<file path="config.mk">
export PLATFORM = sky130hd
export DESIGN_NAME = aidc_lite_block_packer
export DESIGN_NICKNAME = d
export VERILOG_FILES = /design/src/rtl/aidc_lite_block_packer.sv
export SDC_FILE = /design/constraint.sdc
export NUM_CORES = 2
export LEC_CHECK = 0
export BUFFER_PORTS_ARGS = -buffer_cell sky130_fd_sc_hd__buf_2
export CORE_UTILIZATION = 55
export CTS_BUF_LIST = sky130_fd_sc_hd__clkbuf_4
export CTS_CLUSTER_SIZE = 24
export DETAILED_ROUTE_END_ITERATION = 8
export HOLD_SLACK_MARGIN = 0.08
export PLACE_DENSITY = 0.71
export SLEW_MARGIN = 5
export SYNTH_ARGS = -nofsm -noshare
export SYNTH_HDL_FRONTEND = slang
export SYNTH_SLANG_ARGS = --single-unit
export TNS_END_PERCENT = 20
</file>
<file path="constraint.sdc">
create_clock -name clk -period 6 [get_ports clk]
set_clock_uncertainty 0.2 [all_clocks]
set_input_delay 0.3 -clock clk [delete_from_list [all_inputs] [get_ports clk]]
set_output_delay 0.3 -clock clk [all_outputs]
set_load 0.02 [all_outputs]
</file>
<file path="src/rtl/aidc_lite_block_packer.sv">
// Two-bank ping-pong buffer that captures one addressed block of code words while
// the previous closed block streams out in word order over valid/ready.
module aidc_lite_block_packer #(
    parameter int DEPTH  = 16,
    parameter int DATA_W = 64
) (
    input  logic              clk,
    input  logic              rst_n,
    input  logic              valid_i,
    input  logic [3:0]        addr_i,
    input  logic [DATA_W-1:0] data_i,
    input  logic              last_i,
    input  logic [10:0]       blk_size_i,
    output logic              valid_o,
    input  logic              ready_i,
    output logic              sop_o,
    output logic              eop_o,
    output logic [DATA_W-1:0] data_o,
    output logic [4:0]        nwords_o,
    output logic [10:0]       blk_size_o,
    output logic              overflow_o
);
    localparam int AW   = $clog2(DEPTH);
    localparam int NW_W = AW + 1;

    typedef enum logic {IDLE, SEND} state_e;

    state_e                     state_q, state_d;
    logic [1:0]                 full_q, full_d;
    logic [1:0][NW_W-1:0]       nwords_q, nwords_d;
    logic [1:0][10:0]           size_q, size_d;
    logic                       wr_bank_q, wr_bank_d;
    logic                       rd_bank_q, rd_bank_d;
    logic [AW-1:0]              rd_ptr_q, rd_ptr_d;
    logic                       overflow_q, overflow_d;
    logic [DATA_W-1:0]          bank_q [2][DEPTH];

    logic            wr_ok, close, big, hs, eop;
    logic [10:0]     size_cl, size_rnd;
    logic [NW_W-1:0] nw_calc;

    always_comb begin
        wr_ok    = valid_i & ~full_q[wr_bank_q];
        close    = wr_ok & last_i;
        big      = blk_size_i > 11'd1024;
        size_cl  = big ? 11'd1024 : blk_size_i;
        // 1024+63 still fits in 11 bits, so the rounding add cannot wrap
        size_rnd = size_cl + 11'd63;
        nw_calc  = (size_cl == 11'd0) ? NW_W'(1) : size_rnd[10:6];
        hs       = (state_q == SEND) & ready_i;
        eop      = (state_q == SEND) &
                   ({1'b0, rd_ptr_q} == nwords_q[rd_bank_q] - NW_W'(1));
    end

    always_comb begin
        full_d     = full_q;
        nwords_d   = nwords_q;
        size_d     = size_q;
        wr_bank_d  = wr_bank_q;
        rd_bank_d  = rd_bank_q;
        rd_ptr_d   = rd_ptr_q;
        overflow_d = overflow_q | (valid_i & (full_q[wr_bank_q] | (last_i & big)));
        if (close) begin
            size_d[wr_bank_q]   = size_cl;
            nwords_d[wr_bank_q] = nw_calc;
            full_d[wr_bank_q]   = 1'b1;
            wr_bank_d           = ~wr_bank_q;
        end
        if (hs) begin
            if (eop) begin
                rd_ptr_d          = '0;
                full_d[rd_bank_q] = 1'b0;
                rd_bank_d         = ~rd_bank_q;
            end else begin
                rd_ptr_d = rd_ptr_q + AW'(1);
            end
        end
        // Looking at next-state full lets a fresh close show sop one cycle later
        // and lets a same-cycle close on the other bank follow eop without a bubble.
        state_d = full_d[rd_bank_d] ? SEND : IDLE;
    end

    always_ff @(posedge clk or negedge rst_n) begin
        if (!rst_n) begin
            state_q    <= IDLE;
            full_q     <= '0;
            nwords_q   <= '0;
            size_q     <= '0;
            wr_bank_q  <= 1'b0;
            rd_bank_q  <= 1'b0;
            rd_ptr_q   <= '0;
            overflow_q <= 1'b0;
        end else begin
            state_q    <= state_d;
            full_q     <= full_d;
            nwords_q   <= nwords_d;
            size_q     <= size_d;
            wr_bank_q  <= wr_bank_d;
            rd_bank_q  <= rd_bank_d;
            rd_ptr_q   <= rd_ptr_d;
            overflow_q <= overflow_d;
        end
    end

    // Word storage is not reset; unwritten addresses read back stale data.
    always_ff @(posedge clk) begin
        if (wr_ok) bank_q[wr_bank_q][addr_i[AW-1:0]] <= data_i;
    end

    always_comb begin
        valid_o    = 1'b0;
        sop_o      = 1'b0;
        eop_o      = 1'b0;
        data_o     = '0;
        nwords_o   = '0;
        blk_size_o = '0;
        if (state_q == SEND) begin
            valid_o    = 1'b1;
            sop_o      = (rd_ptr_q == '0);
            eop_o      = eop;
            data_o     = bank_q[rd_bank_q][rd_ptr_q];
            nwords_o   = nwords_q[rd_bank_q];
            blk_size_o = size_q[rd_bank_q];
        end
    end

    assign overflow_o = overflow_q;

endmodule

</file>
**Word level (Yosys, flattened, before mapping)**

Memories as Yosys holds them, arrays and structs flattened.
Cells that the tools add are included.

- RAM bits: 2048
- Bits in latches: 0
- Input bits: 84
- Memories kept: 1
- Output and inout bits: 84
- Memory bits (read-only): 0
- Bits in registers: 42

- Muxes and demuxes: 40
- Order comparisons: 9
- Shift operators: 0
- Bitwise operators: 16
- $mul: 0
- $add $sub $neg: 3
- Divide/modulo/power cells: 0
- Reduce and logical (&&, ||, !) cells: 5
- Eq/ne operators: 1

Memories:

| name | words | width | rd ports | clocked after Yosys merged registers in | write ports | RTL line | source |
|---|---|---|---|---|---|---|---|
| bank_q | 2 | 1024 | 1 | 0 | 1 | 36 | `logic [DATA_W-1:0] bank_q [2][DEPTH];` |

Operators by type and width:

| cell | count |
|---|---|
| 1024-bit 2-to-1 mux | 1 |
| 64-bit binary-select mux with 4-bit select | 1 |
| 64-bit demux with 4-bit select | 1 |
| 64-bit 2-to-1 mux | 4 |
| 11-bit 2-to-1 mux | 5 |
| 5-bit 2-to-1 mux | 5 |
| 22-bit bitwise mux | 1 |
| 1-bit 2-to-1 mux | 13 |
| 11-bit by 6-bit adder with 11-bit output, second input constant | 1 |
| 11-bit demux with 1-bit select | 1 |
| 11-bit greater-than comparator, second input constant | 1 |
| 11-bit zero test | 1 |
| 10-bit bitwise mux | 1 |
| 5-bit >= comparator, second input constant | 2 |
| 4-bit inverter with 5-bit output | 2 |
| 1-bit AND | 6 |
| 1-bit by 2-bit < comparator with 1-bit output, second input constant | 3 |
| 2-bit 2-to-1 mux | 3 |
| 5-bit demux with 1-bit select | 1 |
| 4-bit by 5-bit == test with 1-bit output | 1 |
| 5-bit by 1-bit < comparator with 1-bit output, second input constant | 1 |
| 5-bit by 1-bit subtractor with 5-bit output, second input constant | 1 |
| 4-bit by 1-bit adder with 4-bit output, second input constant | 1 |
| 4-bit zero test | 1 |
| 9 further kinds | 16 |

**Logic depth before layout (Yosys ltp)**

- Depth in word-level cells: 12
- Depth in mapped cells: 13

**Worst setup path before layout**

No wires, ideal clock.

- Path type: register -> register
- Start point: register wr_bank_q
- End point: memory bank_q[1][704] in the netlist's numbering, enable pin
- Slack: 1400 ps
- Arrival: 3914 ps
- Period minus slack after synthesis: 4600 ps
- Required time: 5313 ps
- Stages on the path, launching flop included: 6
- Path through: dfrtp_1 > mux2i_1 > nand2_1 > or3_1 > clkbuf_1 > nor2_1

- Longest elaborated chain between the ends: 6

RTL lines:

| item | RTL line | source |
|---|---|---|
| from (decl) | 32 | `logic wr_bank_q, wr_bank_d;` |
| from (signal assigned) | 98 | `wr_bank_q <= wr_bank_d;` |
| 1-bit 2-to-1 mux (not written as such) (2 in series) | 43 | `wr_ok = valid_i & ~full_q[wr_bank_q];` |
| 1-bit inverter | 43 |  |
| 1-bit AND | 43 |  |
| 1-bit 2-to-1 mux | 107 | `if (wr_ok) bank_q[wr_bank_q][addr_i[AW-1:0]] <= data_i;` |
| 1024-bit 2-to-1 mux (not written as such) | 107 |  |
| to (decl) | 36 |  |

Parallel ways exist; a longest one is shown, timed or not. The select of a mux whose other input is x is not followed.

**Worst setup path after layout**

- Start point: register rd_bank_q
- End point: output data_o[62]

- Longest elaborated chain between the ends: 5

RTL lines:

| item | RTL line | source |
|---|---|---|
| from (decl) | 33 | `logic rd_bank_q, rd_bank_d;` |
| from (signal assigned) | 99 | `rd_bank_q <= rd_bank_d;` |
| memory 2 x 1024 bit | - |  |
| 64-bit binary-select mux with 4-bit select | 121 | `data_o = bank_q[rd_bank_q][rd_ptr_q];` |
| 64-bit 2-to-1 mux (not written as such) (2 in series) | 121 |  |
| 64-bit 2-to-1 mux | 117 | `if (state_q == SEND) begin` |
| to (decl) | 18 | `output logic [DATA_W-1:0] data_o,` |

Every way passes these cells. The select of a mux whose other input is x is not followed.

==> flow_summary.toml <==
[timing]
hold_violations = 0
slew-limit-headroom_pct = 13.12
final-setup-viol-count = 0
tightest_slew_ps = 1300
setup_tns_ps = 0
max_freq_ghz = 0.1902
rsz0062_at_grt = "no"
slew_viol_final = 0
fin_crit_sh_pct = 87.63
period_minus_slack_ps = 5258
fin_ws_ps = 742.5

[cts]
tritoncts = "done"
cts_buffers = 541
cts_buffer_depth = 4
cts_setup_buffers = 0
clk_pin_slew_worst_paths_ps = 60
clock_latency_ps = 1340
root_buffer = "clkbuf_4"
postCtsHoldBufs = 183
clock_sinks = 2090
htreeDepth = 6
postCtsResizedCells = 0

[die]
io_pins = 168
die_area_um2 = 147200
core_um2 = 144000
die_h_um = 383.6
num_rows = 139
die_w_um = 383.6
start_util_pct = 55.62

[detailed_routing]
first_iter_violations = 4733
drtPass1Iterations = 7
wl_per_cell_um = 30.46
antenna_left = 0
viasPerCell = 6.232
dr_total_vias = 39340
wirelength_um = 192300
drc = 30

[setup_path]
cp.required_ps = 5500
cp_max_fo = 37
worst-path-buf-inv = 3
cp-end-kind = "output pin"
worstPathCellList = "buf_12, buf_4, mux4_2, mux4_2, mux2i_1, nor2b_1, buf_2"
max_stage_delay_ps = 930
arrival_ps = 4760
critPathLaunchType = "flip-flop"
path_class = "reg2out"
critPathMostFrequentCell = "mux4_2"
slowest_stage = "dfrtp_4"
crit_family = "multiplexers"

[synthesis]
synth_edf_count = 2048
synth_area_um2 = 80100
yosysSeqAreaShare_pct = 78.09
synth.distinct_cells = 45
synth_seq_cells = 2090
async_flop_share_pct = 2.010
avgSynthCellArea_um2 = 24.55
synth_warnings = 0
synth_ff_type = "edfxtp_1"
syn_inst = 3263
syn-num-nets = 3350

[placed_design]
port_buffers = 167
place_congestion = 0.7725
hpwlAfterDp_um = 92550
pre_cts_slack_ps = 2129

[power_and_ir_drop]
ir_drop_v = 0.0003253
power.leakage_nw = 29.88
power.density_nw_per_um2 = 415.9

[layout]
final_common_cell = "edfxtp_1"
area_growth_pct = 15.17
fillCellCount = 9421
nets = 4154
drive_gt1_share_pct = 39.65
final_cell_mix = "edfxtp_1, clkbuf_4, mux4_2"

[global_route]
grt_pass1_vias = 41650
grt-ovfl-total = 0
grt_pass1_wl_um = 278800
grt_max_degree = 94
track_usage_pct = 26.75
antenna_found_initial = 17

[status]
violations = "design-rule violations"
status = "complete, but fails checks"

[flow_run]
maxCapViolations = 0

[min_path]
hold_class = "in2reg"
[routing by layer]
| metal | up-vias | global-route usage [%] | part of all wire, % |
|---|---|---|---|
| met5 | - | 0 | 0.036 |
| met4 | 12 | 8.035 | 1.8 |
| met3 | 297 | 5.608 | 9.5 |
| met2 | 2210 | 43.12 | 50 |
| met1 | 20832 | 37.32 | 39 |
| li1 | 15989 | - | - |
[area by class of cell]
class,count,area (um^2),area share (%)
sequential,2090,62570,67.83
multi-input combinational,994,17000,18.43
clock buffer,760,5705,6.185
timing repair buffer,436,3824,4.145
tap,1903,2381,2.581
clock inverter,115,720.7,0.7812
antenna,11,27.53,0.02984
inverter,4,15.01,0.01628
[metrics by stage]
stage          hold WS, ps  std cells  cell area, um^2  power [mW]  util (%)
2_1_floorplan       -195.6       3263            80100       24.03         -
3_3_place_gp         250.6       5244            83950       26.76     58.30
3_5_place_dp         247.6       5244            83950       26.95     58.30
4_1_cts              118.6       6302            92220       38.71     64.04
5_1_grt              191.3       6312            92250       39.94     64.06
6_report             234.7       6313            92250       38.37     64.06
[synth_stat cells, drive strengths merged, types with 2 or more instances]
| master | number | area (um^2) |
|---|---|---|
| nor2 | 43 | 161.4 |
| o31ai | 6 | 45.04 |
| nor3 | 5 | 25.02 |
| or3b | 2 | 17.52 |
| or3 | 3 | 18.77 |
| and2 | 2 | 15.02 |
| xor2 | 3 | 26.28 |
| buf | 86 | 432.9 |
| nand3 | 7 | 35.03 |
| mux4 | 640 | 14410 |
| a21oi | 2 | 10.01 |
| mux2i | 82 | 820.8 |
| clkbuf | 89 | 334.1 |
| ha | 3 | 37.54 |
| dfrtp | 42 | 1051 |
| inv | 4 | 15.01 |
| nor2b | 81 | 506.7 |
| nand2 | 52 | 195.2 |
| o21ai | 25 | 125.1 |
| nand2b | 8 | 50.05 |
| a21o | 3 | 22.52 |
| xnor2 | 6 | 60.06 |
| mux2 | 2 | 22.52 |
| edfxtp | 2048 | 61500 |
| nand3b | 4 | 30.03 |
[cell families after synthesis]
kind of cell	after synthesis	synth area share [%]
adder cells (fa/ha/maj)	3	0.04687
multiplexers	724	19.05
XOR/XNOR	9	0.1078
flip-flops	2090	78.09
AO/OA/AOI/OAI	44	0.3406
AND/OR/NAND/NOR	214	1.386
buffers and inverters	179	0.9763
[worst reg2reg max path: stages, from the launching register on]
cell	delay, ps
dfrtp_1	590
mux2i_1	350
nand2_1	120
nor2_1	120
nand2_1	70
dlygate4sd3_1	850
nor2_4	1110
buf_4	580
[flip-flops by register name, summed over array words and instances, names as in the netlist]
| register | cells |
|---|---|
| state_q | 1 |
| full_q | 2 |
| rd_ptr_q | 4 |
| bank_q | 2048 |
| rd_bank_q | 1 |
| size_q | 22 |
| wr_bank_q | 1 |
| overflow_o | 1 |
| nwords_q | 10 |
[final timing paths]
kind | from | endpoint | slack [ps] | cells past startpoint
max reg2reg | wr_bank_q$_DFFE_PN0P_ | bank_q[1][835]$_DFFE_PP_ | 1570 | 7
max in group asynchronous | rst_n | rd_ptr_q[2]$_DFFE_PN0P_ | 4860 | 5
min in group asynchronous | rst_n | size_q[16]$_DFFE_PN0P_ | 450 | 5
min reg2reg | size_q[7]$_DFFE_PN0P_ | size_q[7]$_DFFE_PN0P_ | 290 | 2
min | addr_i[2] | bank_q[1][620]$_DFFE_PP_ | 230 | 4
max | rd_bank_q$_DFF_PN0_ | data_o[62] | 740 | 7
[power by group]
group / leakage [nW] / internal, mW / switching, mW
sequential: 18.9 / 16.3 / 0.493
clock: 3.88 / 6.23 / 5.46
combinational: 7.07 / 4.89 / 4.99
Note: power is estimated with default switching activity, not from simulation.
